--- config.mk ---
export PLATFORM = sky130hd
export DESIGN_NAME = i2c_codec_slave
export DESIGN_NICKNAME = d
export VERILOG_FILES = /design/src/rtl/i2c_codec_slave.sv
export SDC_FILE = /design/constraint.sdc
export NUM_CORES = 1
export LEC_CHECK = 0
export CAP_MARGIN = 15
export CORE_MARGIN = 8
export CORE_UTILIZATION = 42
export CTS_CLUSTER_DIAMETER = 80
export DETAILED_ROUTE_END_ITERATION = 6
export MAX_ROUTING_LAYER = met4
export PLACE_DENSITY_LB_ADDON = 0.08
export SETUP_SLACK_MARGIN = 0.05
export SLEW_MARGIN = 40
export SYNTH_ARGS = -nofsm -noshare
export SYNTH_HDL_FRONTEND = slang
export SYNTH_SLANG_ARGS = --single-unit
--- constraint.sdc ---
create_clock -name i_axi_clk -period 11.5 [get_ports i_axi_clk]
set_input_delay 2.3 -clock i_axi_clk [delete_from_list [all_inputs] [get_ports i_axi_clk]]
set_output_delay 2.3 -clock i_axi_clk [all_outputs]
set_load 0.03 [all_outputs]
--- src/rtl/i2c_codec_slave.sv ---
// I2C target modelling a codec control port: 16-bit register writes ({reg,d8},d[7:0])
// and pointer-set + repeated-START reads, with SCL/SDA oversampled on the system clock.
module i2c_codec_slave #(
    parameter logic [6:0]  DEV_ADDR = 7'h1A,
    parameter int unsigned NUM_REGS = 32
) (
    input  logic                  i_axi_clk,
    input  logic                  i_axi_reset,
    input  logic                  i_scl,
    input  logic                  i_sda,
    output logic                  o_sda_oe,
    output logic [NUM_REGS*9-1:0] o_regs,
    output logic                  o_wr_valid,
    output logic [6:0]            o_wr_addr,
    output logic [8:0]            o_wr_data,
    output logic                  o_busy
);

    localparam int unsigned REG_W = 9;
    localparam int unsigned PTR_W = 7;
    localparam int unsigned CNT_W = 3;

    typedef enum logic [2:0] {
        S_IDLE, S_DEV_ADDR, S_ADDR_ACK, S_REG_BYTE,
        S_DATA_BYTE, S_TX_BYTE, S_TX_ACK, S_IGNORE
    } state_t;

    // ACK slot tracker: PEND drives low on the next SCL fall, DRIVE releases on the one after
    typedef enum logic [1:0] {ACK_NONE, ACK_PEND, ACK_DRIVE} ack_t;

    logic r_scl_s1, r_scl_s2, r_scl_d;
    logic r_sda_s1, r_sda_s2, r_sda_d;

    state_t             r_state, w_state_nxt;
    ack_t               r_ack, w_ack_nxt;
    logic [CNT_W-1:0]   r_cnt, w_cnt_nxt;
    logic [7:0]         r_sh, w_sh_nxt;
    logic [PTR_W-1:0]   r_ptr, w_ptr_nxt;
    logic               r_d8, w_d8_nxt;
    logic               r_rw, w_rw_nxt;
    logic               r_byte_b, w_byte_b_nxt;
    logic               r_tx_next, w_tx_next_nxt;
    logic               r_sda_oe, w_sda_oe_nxt;
    logic               r_busy, w_busy_nxt;
    logic               r_wr_valid, w_wr_valid_nxt;
    logic [PTR_W-1:0]   r_wr_addr, w_wr_addr_nxt;
    logic [REG_W-1:0]   r_wr_data, w_wr_data_nxt;
    logic [REG_W-1:0]   r_regs [NUM_REGS];

    logic               w_scl_rise, w_scl_fall, w_start, w_stop;
    logic [7:0]         w_byte;
    logic [7:0]         w_tx_a;
    logic [CNT_W-1:0]   w_cnt_m1;
    logic               w_ptr_ok;
    logic [REG_W-1:0]   w_rd_reg;
    logic               w_we;
    logic [REG_W-1:0]   w_wdata;

    // Pad synchronisers; idle-high reset values avoid spurious edges after reset
    always_ff @(posedge i_axi_clk or posedge i_axi_reset) begin
        if (i_axi_reset) begin
            r_scl_s1 <= 1'b1;
            r_scl_s2 <= 1'b1;
            r_scl_d  <= 1'b1;
            r_sda_s1 <= 1'b1;
            r_sda_s2 <= 1'b1;
            r_sda_d  <= 1'b1;
        end else begin
            r_scl_s1 <= i_scl;
            r_scl_s2 <= r_scl_s1;
            r_scl_d  <= r_scl_s2;
            r_sda_s1 <= i_sda;
            r_sda_s2 <= r_sda_s1;
            r_sda_d  <= r_sda_s2;
        end
    end

    assign w_scl_rise = r_scl_s2 & ~r_scl_d;
    assign w_scl_fall = ~r_scl_s2 & r_scl_d;
    assign w_start    = r_scl_s2 & r_scl_d & ~r_sda_s2 & r_sda_d;
    assign w_stop     = r_scl_s2 & r_scl_d & r_sda_s2 & ~r_sda_d;
    assign w_byte     = {r_sh[6:0], r_sda_s2};
    assign w_cnt_m1   = r_cnt - 3'd1;
    assign w_ptr_ok   = ({1'b0, w_byte[7:1]} < 8'(NUM_REGS));
    assign w_tx_a     = {7'b0, w_rd_reg[8]};

    always_comb begin
        w_rd_reg = '0;
        for (int i = 0; i < NUM_REGS; i++) begin
            if (r_ptr == PTR_W'(i)) w_rd_reg = r_regs[i];
        end
    end

    always_ff @(posedge i_axi_clk or posedge i_axi_reset) begin
        if (i_axi_reset) begin
            r_state    <= S_IDLE;
            r_ack      <= ACK_NONE;
            r_cnt      <= '0;
            r_sh       <= '0;
            r_ptr      <= '0;
            r_d8       <= 1'b0;
            r_rw       <= 1'b0;
            r_byte_b   <= 1'b0;
            r_tx_next  <= 1'b0;
            r_sda_oe   <= 1'b0;
            r_busy     <= 1'b0;
            r_wr_valid <= 1'b0;
            r_wr_addr  <= '0;
            r_wr_data  <= '0;
        end else begin
            r_state    <= w_state_nxt;
            r_ack      <= w_ack_nxt;
            r_cnt      <= w_cnt_nxt;
            r_sh       <= w_sh_nxt;
            r_ptr      <= w_ptr_nxt;
            r_d8       <= w_d8_nxt;
            r_rw       <= w_rw_nxt;
            r_byte_b   <= w_byte_b_nxt;
            r_tx_next  <= w_tx_next_nxt;
            r_sda_oe   <= w_sda_oe_nxt;
            r_busy     <= w_busy_nxt;
            r_wr_valid <= w_wr_valid_nxt;
            r_wr_addr  <= w_wr_addr_nxt;
            r_wr_data  <= w_wr_data_nxt;
        end
    end

    always_comb begin
        w_state_nxt    = r_state;
        w_ack_nxt      = r_ack;
        w_cnt_nxt      = r_cnt;
        w_sh_nxt       = r_sh;
        w_ptr_nxt      = r_ptr;
        w_d8_nxt       = r_d8;
        w_rw_nxt       = r_rw;
        w_byte_b_nxt   = r_byte_b;
        w_tx_next_nxt  = r_tx_next;
        w_sda_oe_nxt   = r_sda_oe;
        w_busy_nxt     = r_busy;
        w_wr_valid_nxt = 1'b0;
        w_wr_addr_nxt  = r_wr_addr;
        w_wr_data_nxt  = r_wr_data;
        w_we           = 1'b0;
        w_wdata        = '0;

        if (w_start) begin
            w_state_nxt   = S_DEV_ADDR;
            w_cnt_nxt     = 3'd7;
            w_sda_oe_nxt  = 1'b0;
            w_ack_nxt     = ACK_NONE;
            w_tx_next_nxt = 1'b0;
        end else if (w_stop) begin
            w_state_nxt   = S_IDLE;
            w_sda_oe_nxt  = 1'b0;
            w_busy_nxt    = 1'b0;
            w_ack_nxt     = ACK_NONE;
            w_tx_next_nxt = 1'b0;
        end else begin
            if (w_scl_fall && r_ack == ACK_PEND) begin
                w_sda_oe_nxt = 1'b1;
                w_ack_nxt    = ACK_DRIVE;
            end else if (w_scl_fall && r_ack == ACK_DRIVE) begin
                w_sda_oe_nxt = 1'b0;
                w_ack_nxt    = ACK_NONE;
                if (r_state == S_ADDR_ACK) begin
                    w_cnt_nxt = 3'd7;
                    if (r_rw) begin
                        w_state_nxt  = S_TX_BYTE;
                        w_sh_nxt     = w_tx_a;
                        w_byte_b_nxt = 1'b0;
                        w_sda_oe_nxt = ~w_tx_a[7];
                    end else begin
                        w_state_nxt = S_REG_BYTE;
                    end
                end
            end

            case (r_state)
                S_DEV_ADDR: begin
                    if (w_scl_rise) begin
                        w_sh_nxt  = w_byte;
                        w_cnt_nxt = w_cnt_m1;
                        if (r_cnt == '0) begin
                            if (w_byte[7:1] == DEV_ADDR) begin
                                w_state_nxt = S_ADDR_ACK;
                                w_busy_nxt  = 1'b1;
                                w_rw_nxt    = w_byte[0];
                                w_ack_nxt   = ACK_PEND;
                            end else begin
                                w_state_nxt = S_IGNORE;
                            end
                        end
                    end
                end
                S_REG_BYTE: begin
                    if (w_scl_rise && r_ack == ACK_NONE) begin
                        w_sh_nxt  = w_byte;
                        w_cnt_nxt = w_cnt_m1;
                        if (r_cnt == '0) begin
                            w_ptr_nxt = w_byte[7:1];
                            w_d8_nxt  = w_byte[0];
                            if (w_ptr_ok) begin
                                w_state_nxt = S_DATA_BYTE;
                                w_ack_nxt   = ACK_PEND;
                                w_cnt_nxt   = 3'd7;
                            end else begin
                                w_state_nxt = S_IGNORE;
                            end
                        end
                    end
                end
                S_DATA_BYTE: begin
                    // Commit on the 8th sample; the ACK is still driven from IGNORE
                    if (w_scl_rise && r_ack == ACK_NONE) begin
                        w_sh_nxt  = w_byte;
                        w_cnt_nxt = w_cnt_m1;
                        if (r_cnt == '0) begin
                            w_we           = 1'b1;
                            w_wdata        = {r_d8, w_byte};
                            w_wr_valid_nxt = 1'b1;
                            w_wr_addr_nxt  = r_ptr;
                            w_wr_data_nxt  = {r_d8, w_byte};
                            w_state_nxt    = S_IGNORE;
                            w_ack_nxt      = ACK_PEND;
                        end
                    end
                end
                S_TX_BYTE: begin
                    if (w_scl_fall) begin
                        if (r_cnt == '0) begin
                            w_sda_oe_nxt  = 1'b0;
                            w_state_nxt   = S_TX_ACK;
                            w_tx_next_nxt = 1'b0;
                        end else begin
                            w_cnt_nxt    = w_cnt_m1;
                            w_sda_oe_nxt = ~r_sh[w_cnt_m1];
                        end
                    end
                end
                S_TX_ACK: begin
                    if (w_scl_rise) begin
                        if (!r_sda_s2 && !r_byte_b) begin
                            w_sh_nxt      = w_rd_reg[7:0];
                            w_byte_b_nxt  = 1'b1;
                            w_tx_next_nxt = 1'b1;
                        end else begin
                            w_state_nxt = S_IGNORE;
                        end
                    end else if (w_scl_fall && r_tx_next) begin
                        w_state_nxt   = S_TX_BYTE;
                        w_cnt_nxt     = 3'd7;
                        w_sda_oe_nxt  = ~r_sh[7];
                        w_tx_next_nxt = 1'b0;
                    end
                end
                default: ;
            endcase
        end
    end

    always_ff @(posedge i_axi_clk or posedge i_axi_reset) begin
        if (i_axi_reset) begin
            for (int i = 0; i < NUM_REGS; i++) r_regs[i] <= '0;
        end else if (w_we) begin
            for (int i = 0; i < NUM_REGS; i++) begin
                if (r_ptr == PTR_W'(i)) r_regs[i] <= w_wdata;
            end
        end
    end

    for (genvar g = 0; g < NUM_REGS; g++) begin : g_flat
        assign o_regs[g*REG_W +: REG_W] = r_regs[g];
    end

    assign o_sda_oe   = r_sda_oe;
    assign o_wr_valid = r_wr_valid;
    assign o_wr_addr  = r_wr_addr;
    assign o_wr_data  = r_wr_data;
    assign o_busy     = r_busy;

endmodule

Word-level counts from Yosys, hierarchy flattened
Index checks and enable logic that the tools add are counted.

storage, ports and cells
  logic and storage cells = 301
  input port bits = 4
  latch bits = 0
  register bits after elaboration = 340
  RAM bits = 0
  memories = 0
  ROM bits = 0

cells by class
  reduce and logical (&&, ||, !) cells = 54
  $mul = 0
  mux-type cells = 132
  bitwise operators = 15
  divide/modulo/power cells = 0
  shift-type cells = 0
  equal/unequal tests = 45
  $lt $le $gt $ge = 2
  $add $sub $neg = 1

operator list
  operator                                             count
  two-way mux 9 bit                                    37
  == test 7 x 5 -> 1 bit (second input constant)       17
  two-way mux 3 bit                                    32
  AND reduction 2 bit                                  33
  two-way mux 8 bit                                    8
  == test 7 x 4 -> 1 bit (second input constant)       8
  two-way mux 1 bit                                    35
  case mux 3 bit (5 select lines)                      2
  == test 7 x 3 -> 1 bit (second input constant)       4
  two-way mux 2 bit                                    13
  case mux 8 bit (3 select lines)                      1
  AND reduction 5 bit                                  4
  == test 7 x 2 -> 1 bit (second input constant)       2
  != test 5 bit (second input constant)                2
  == test 3 bit (second input constant)                3
  != test 4 bit (second input constant)                2
  inverter 1 bit                                       8
  nonzero test 2 bit                                   4
  bitwise AND 1 bit                                    7
  == test 7 x 1 -> 1 bit (second input constant)       1
  zero test 7 bit                                      1
  < comparator 7 x 6 -> 1 bit (second input constant)  1
  == test 3 x 2 -> 1 bit (second input constant)       2
  case mux 2 bit (3 select lines)                      1
  other kinds (15)                                     21

Longest topological paths before layout
Gate-level depths: netlist of the first run.

  word-level depth = 40
  gate-level depth with buffers = 12
  gate-level depth less buffers = 10

Worst setup path after synthesis of the first run
OpenSTA, ideal clock, no wires.

  kind = flip-flop to output port
  start = reg r_regs (netlist bit o_regs[169])
  end = out o_regs[169]
  path slack = 8689 ps
  cell stages (with the launch flop) = 1
  path buffers = 0
  data required time = 9200 ps
  data arrival time = 511 ps
  cells stage by stage = dfrtp_1

RTL lines
  what                               RTL line  text
  from (decl)                        48        logic [REG_W-1:0] r_regs [NUM_REGS];
  from (signal, indexed assignment)  266       if (r_ptr == PTR_W'(i)) r_regs[i] <= w_wdata;
  to (decl)                          12        output logic [NUM_REGS*9-1:0] o_regs,

No word-level cell between the ends.

Worst setup path after layout of the first run
  start = reg r_regs (netlist bit o_regs[68])
  end = out o_regs[68]

No word-level cell between the ends.

==> results.sh, run 1 <==
export IMPL_yosysTopAreaCell="dfrtp_1"
export IMPL_place_gp_congestion=0.915
export IMPL_rr_worst_depth=9
export IMPL_rrSetupSlack_ps=7510
export IMPL_clk_latency_ps=580
export IMPL_crit_path_start_kind="register"
export IMPL_grt_pass1_vias=14401
export IMPL_path_cells="clkdlybuf4s50_1"
export IMPL_wl_per_cell_microns=29.5
export IMPL_worstPathRequired_ps=9200
export IMPL_port_buffers=310
export IMPL_grt_pass1_wl_microns=99600
export IMPL_clock_sinks=340
export IMPL_max_slew_worst_pin_slew_ps=811
export IMPL_initial_core_util=0.427
export IMPL_drv_cap=0
export IMPL_die_w_microns=214
export IMPL_slew_violations=0
export IMPL_status="completed"
export IMPL_cp_startpoint="o_regs[68]$_DFFE_PP0P_"
export IMPL_track_usage=0.293
export IMPL_via_per_inst=6.12
export IMPL_cp_top_family="buffers and inverters"
export IMPL_fp_row_count=72
export IMPL_grt_max_degree=75
export IMPL_crit_path_max_incr_delay_ps=730
export IMPL_cts_buffers=39
export IMPL_yosys_area_top_type_share=0.505
export IMPL_netlist_area_sq_um=16500
export IMPL_post_cts_buffers=0
export IMPL_yosysWarnings=0
export IMPL_crit_end="o_regs[68]"
export IMPL_finalNetCount=1745
export IMPL_die_height_microns=214
export IMPL_r2r_start="r_ptr[1]$_DFFE_PP0P_"
export IMPL_drt_wl_total_microns=67400
export IMPL_finalHoldViolCount=0
export IMPL_cts_hold_buf=0
export IMPL_path_class="reg2out"
export IMPL_synth_edff_count=0
export IMPL_cts_tree="built"
export IMPL_die_area_sq_um=46000
export IMPL_clk_path_buf_depth=3
export IMPL_yosysSeqAreaShare=0.515
export IMPL_synth_avg_cell_area_sq_um=11.4
export IMPL_async_flop_share=1.00
export IMPL_rsz0062_at_grt="false"
export IMPL_power_density_nw_per_um2=129
export IMPL_gr_total_overflow=0
export IMPL_core_sq_um=38700
export IMPL_antenna_found_initial=0
export IMPL_placed_cells=2216
export IMPL_io_pins=311
export IMPL_leakage_nw=9.45
export IMPL_ant_nets=0
export IMPL_synth_fp_nets=1461
export IMPL_fin_crit_sh=0.356
export IMPL_synth_cells=1455
export IMPL_clkTransAtPathRegs_ps=60
export IMPL_r2r_end="r_sh[0]$_DFFE_PP0P_"
export IMPL_fin_cells=2285
export IMPL_drive_gt1_frac=0.237
export IMPL_synthFlopType="dfrtp_1"
export IMPL_fin_tns_setup_ps=0
export IMPL_syn_to_final_growth_pct=29.8
export IMPL_htreeDepth=2
export IMPL_crit_buf_inv=1
export IMPL_hold_class="reg2reg"
export IMPL_cp_depth=1
export IMPL_firstDrtPassIters=5
export IMPL_fmax_mhz=244
export IMPL_drtIter0Drc=1158
export IMPL_hpwlAfterDp_microns=47300
export IMPL_period_needed_ps=4090
export IMPL_ys_top_cells_by_area="dfrtp_1 51%, mux2_2 19%, nand2_1 3.9%, o21ai_0 2.8%, a21oi_1 1.8%"
export IMPL_worst_ep_arrival_time_ps=1790
export IMPL_vias=13981
export IMPL_synth_cell_types=86
export IMPL_slew_headroom=0.459
export IMPL_irDropWorstVdd_mv=0.102
export IMPL_remaining_drc_errors=0
export IMPL_antenna_cells=0
export IMPL_cts_root_buf="clkbuf_16"
export IMPL_cp_end_kind="output port"
export IMPL_clock_skew_final_ps=29.5
export IMPL_cts_resized=0
export IMPL_cp_max_fo=3
export IMPL_ys_ff_latch=340
export IMPL_cpMaxStageDelayCell="clkdlybuf4s50_1"
export IMPL_setup_viol=0
==> Yosys cell counts (14+ instances only) <==
library cell and number:
a31oi_1 19, o22ai_1 23, clkbuf_1 56, o21ai_0 93
mux2_2 272, a221oi_1 14, nor2_1 61, nand2_1 173
inv_1 14, nand3_1 30, a21oi_1 58, dfrtp_1 334
buf_2 28, nor3_1 21, mux2i_1 20
==> metrics by stage <==
| step | hold WS, ps | worst slack [ps] | power [mW] | util | area, sq um |
|---|---|---|---|---|---|
| after floorplan | 345 | 4660 | 1.39 | - | 16500 |
| after global placement | 347 | 6860 | 1.48 | 0.518 | 20100 |
| after detailed placement | 349 | 7040 | 1.49 | 0.519 | 20100 |
| after CTS | 364 | 7370 | 2.79 | 0.554 | 21400 |
| after global routing | 365 | 7280 | 2.85 | 0.554 | 21500 |
| final | 362 | 7410 | 2.77 | 0.554 | 21500 |
==> sequential cells by signal, summed over array words and instances (netlist names), 2 cells and up <==
name and count:
o_regs 288, o_wr_data 9, r_sh 8, o_wr_addr 7
r_ptr 7, r_cnt 3, r_state 3, r_ack 2
==> layout by cell type, fill, tap and decap left out, types with 7 or more instances in the layout <==
cell type        count
clkbuf_8             8
a22oi_1             11
mux2i_1             20
inv_1               13
nor2_1              60
buf_4               24
dfrtp_1            328
nand4_1              7
nor3_1              20
a221o_1              8
a221oi_1            14
clkbuf_16           40
nor4_1               7
o211ai_1             9
nand3_1             30
a211oi_1            12
o22ai_1             23
nand2_1            173
nand2b_1            12
nor2b_1             11
clkdlybuf4s50_1    310
o21ai_0             93
a32oi_1              7
a31oi_1             19
clkbuf_1             7
o221ai_1            12
mux4_2              10
mux2_2             272
a21oi_1             58
==> routing by layer <==
metal	track usage	vias up	part of all wire
li1	-	5954	-
met1	0.383	7249	0.42
met2	0.451	637	0.47
met3	0.0628	141	0.074
met4	0.0971	0	0.034
met5	-	-	0
==> worst min-delay path by stage <==
stage | from | to | cells after the start
finish | r_sda_s1$_DFF_PP1_ | r_sda_s2$_DFF_PP1_ | 0
floorplan | r_scl_s1$_DFF_PP1_ | r_scl_s2$_DFF_PP1_ | 0
detailed placement | r_sda_s1$_DFF_PP1_ | r_sda_s2$_DFF_PP1_ | 0
global placement | r_sda_s1$_DFF_PP1_ | r_sda_s2$_DFF_PP1_ | 0
CTS | r_sda_s1$_DFF_PP1_ | r_sda_s2$_DFF_PP1_ | 0
global route | r_sda_s1$_DFF_PP1_ | r_sda_s2$_DFF_PP1_ | 0
==> cells by family (layout without fill, tap and decap cells) <==
kind of cell | Yosys count | count (layout) | synth area share
and+or+nand+nor | 373 | 373 | 0.110
DFF | 340 | 340 | 0.515
AOI/OAI and AO/OA | 323 | 323 | 0.128
muxes | 304 | 304 | 0.214
buffers and inverters | 112 | 424 | 0.0306
adders and majority gates | 2 | 2 | 0.00151
xor gates and xnor gates | 1 | 1 | 0.000530
==> power by group <==
part | leakage (nW) | switching, mW | total [mW] | internal, mW
sequential | 4.70 | 0.0737 | 1.29 | 1.21
combinational | 4.10 | 0.132 | 0.183 | 0.0508
clock | 0.655 | 0.520 | 1.30 | 0.781
==> layout make-up <==
class	count	area [sq um]
Inverter	17	67.6
Clock inverter	14	191
Sequential cell	340	8540
Tap cell	518	648
Fill cell	3407	17300
Multi-Input combinational cell	1003	7540
Timing Repair Buffer	338	3340
Clock buffer	55	1140
==> worst register-to-register path, delay by kind of cell (launching register included) <==
family	cells	cell delay (ps)
compound gates	6	1410
flops	1	930
simple gates	2	900
buf+inv	1	670
(Power assumes the default switching activity.)
==> inputs of run 2 (changes only) <==
Clock period 11.5 ns to 3.7 ns, I/O delays scaled along.
==> results.sh, run 2 (synthesis results as in run 1) <==
export IMPL_track_usage=0.305
export IMPL_post_cts_buffers=0
export IMPL_stdcell_area_sq_um=21900
export IMPL_cts_buffers=38
export IMPL_power_total_mw=8.40
export IMPL_layout_common_cells="329 x dfrtp_1, 310 x clkdlybuf4s50_1, 272 x mux2_2"
export IMPL_gr_total_overflow=0
export IMPL_cp_max_fo=18
export IMPL_grt_pass1_vias=14406
export IMPL_cts_tree="built"
export IMPL_remaining_drc_errors=0
export IMPL_hold_ws_ps=357
export IMPL_port_buffers=310
export IMPL_via_per_inst=6.02
export IMPL_power_density_nw_per_um2=384
export IMPL_fin_cells=2345
export IMPL_antenna_cells=0
export IMPL_io_pins=311
export IMPL_fmax_mhz=295
export IMPL_cp_startpoint="r_ptr[2]$_DFFE_PP0P_"
export IMPL_status="completed"
export IMPL_hold_start="r_scl_s1$_DFF_PP1_"
export IMPL_slew_headroom=0.418
export IMPL_rsz0062_at_grt="false"
export IMPL_crit_path_start_kind="register"
export IMPL_cp_end_kind="register"
export IMPL_path_class="reg2reg"
export IMPL_grt_pass1_wl_microns=103000
export IMPL_worst_ep_arrival_time_ps=3830
export IMPL_fin_crit_sh=0.916
export IMPL_hold_class="reg2reg"
export IMPL_largest_reg_flops=288
export IMPL_leakage_nw=9.74
export IMPL_placed_cells=2280
export IMPL_slew_violations=0
export IMPL_wl_per_cell_microns=29.7
export IMPL_finalHoldViolCount=0
export IMPL_r2r_start="r_ptr[2]$_DFFE_PP0P_"
export IMPL_ant_nets=0
export IMPL_drive_gt1_frac=0.263
export IMPL_clk_path_buf_depth=3
export IMPL_place_gp_congestion=0.909
export IMPL_fin_util=0.565
export IMPL_post_place_ws_ps=166
export IMPL_clk_latency_ps=570
export IMPL_cts_hold_buf=0
export IMPL_drv_cap=0
export IMPL_finalNetCount=1808
export IMPL_die_w_microns=214
export IMPL_max_slew_worst_pin_slew_ps=873
export IMPL_htreeDepth=2
export IMPL_clock_sinks=340
export IMPL_nFillCells=3372
export IMPL_setup_viol=0
export IMPL_syn_to_final_growth_pct=32.4
export IMPL_worstPathRequired_ps=4140
export IMPL_fin_tns_setup_ps=0
export IMPL_final_common_cell="dfrtp_1"
export IMPL_drt_wl_total_microns=69700
export IMPL_clkTransAtPathRegs_ps=60
export IMPL_period_needed_ps=3390
export IMPL_cts_root_buf="clkbuf_16"
export IMPL_initial_core_util=0.427
export IMPL_die_height_microns=214
export IMPL_place_area_sq_um=20700
export IMPL_grt_max_degree=92
export IMPL_irDropWorstVdd_mv=0.392
export IMPL_core_sq_um=38700
export IMPL_setup_slack_ps=311
export IMPL_vias=14126
export IMPL_antenna_found_initial=0
export IMPL_rrSetupSlack_ps=310
export IMPL_firstDrtPassIters=6
export IMPL_clock_skew_final_ps=16.6
export IMPL_fp_row_count=72
export IMPL_die_area_sq_um=46000
export IMPL_drtIter0Drc=1364
export IMPL_hpwlAfterDp_microns=50700
run 2: path summary, 6_finish.rpt:
kind	end	cells after the start
setup / recovery	r_sh[4]$_DFFE_PP0P_	8
hold / removal	r_scl_s2$_DFF_PP1_	0
setup reg to reg	r_sh[4]$_DFFE_PP0P_	8
hold reg to reg	r_scl_s2$_DFF_PP1_	0
max in group asynchronous	o_regs[213]$_DFFE_PP0P_	3
min in group asynchronous	o_regs[30]$_DFFE_PP0P_	2
run 2: routing by layer:
| layer | track usage | wire length, microns |
|---|---|---|
| met2 | 0.474 | 32900 |
| met5 | - | 0 |
| met4 | 0.0740 | 1510 |
| met3 | 0.0506 | 4390 |
| met1 | 0.414 | 31000 |
run 2: where the power goes:
part | internal, mW | switching [mW]
Clock | 2.19 | 1.59
Sequential | 3.77 | 0.116
Combinational | 0.190 | 0.552
Total | 6.15 | 2.25
run 2: area by class of cell:
cell class	count	area, sq um	area share
Clock buffer	52	1120	0.0510
Clock inverter	13	109	0.00497
Inverter	17	67.6	0.00309
Multi-Input combinational cell	1003	7540	0.344
Sequential cell	340	8530	0.389
Tap cell	518	648	0.0296
Timing Repair Buffer	402	3890	0.178
run 2: critical path: stages (launching register included):
cell	delay (ps)
dfrtp_1	910
nand2b_2	330
nor2_2	390
a21boi_0	150
a21oi_1	310
o221ai_1	270
a221o_1	410
a31oi_1	390
o21ai_1	100
run 2: timing repair:
action / CTS / global route
setup endpoints to repair: 0 / 1
gates resized for setup: 0 / 2
endpoints found under the hold margin: 0 / 0
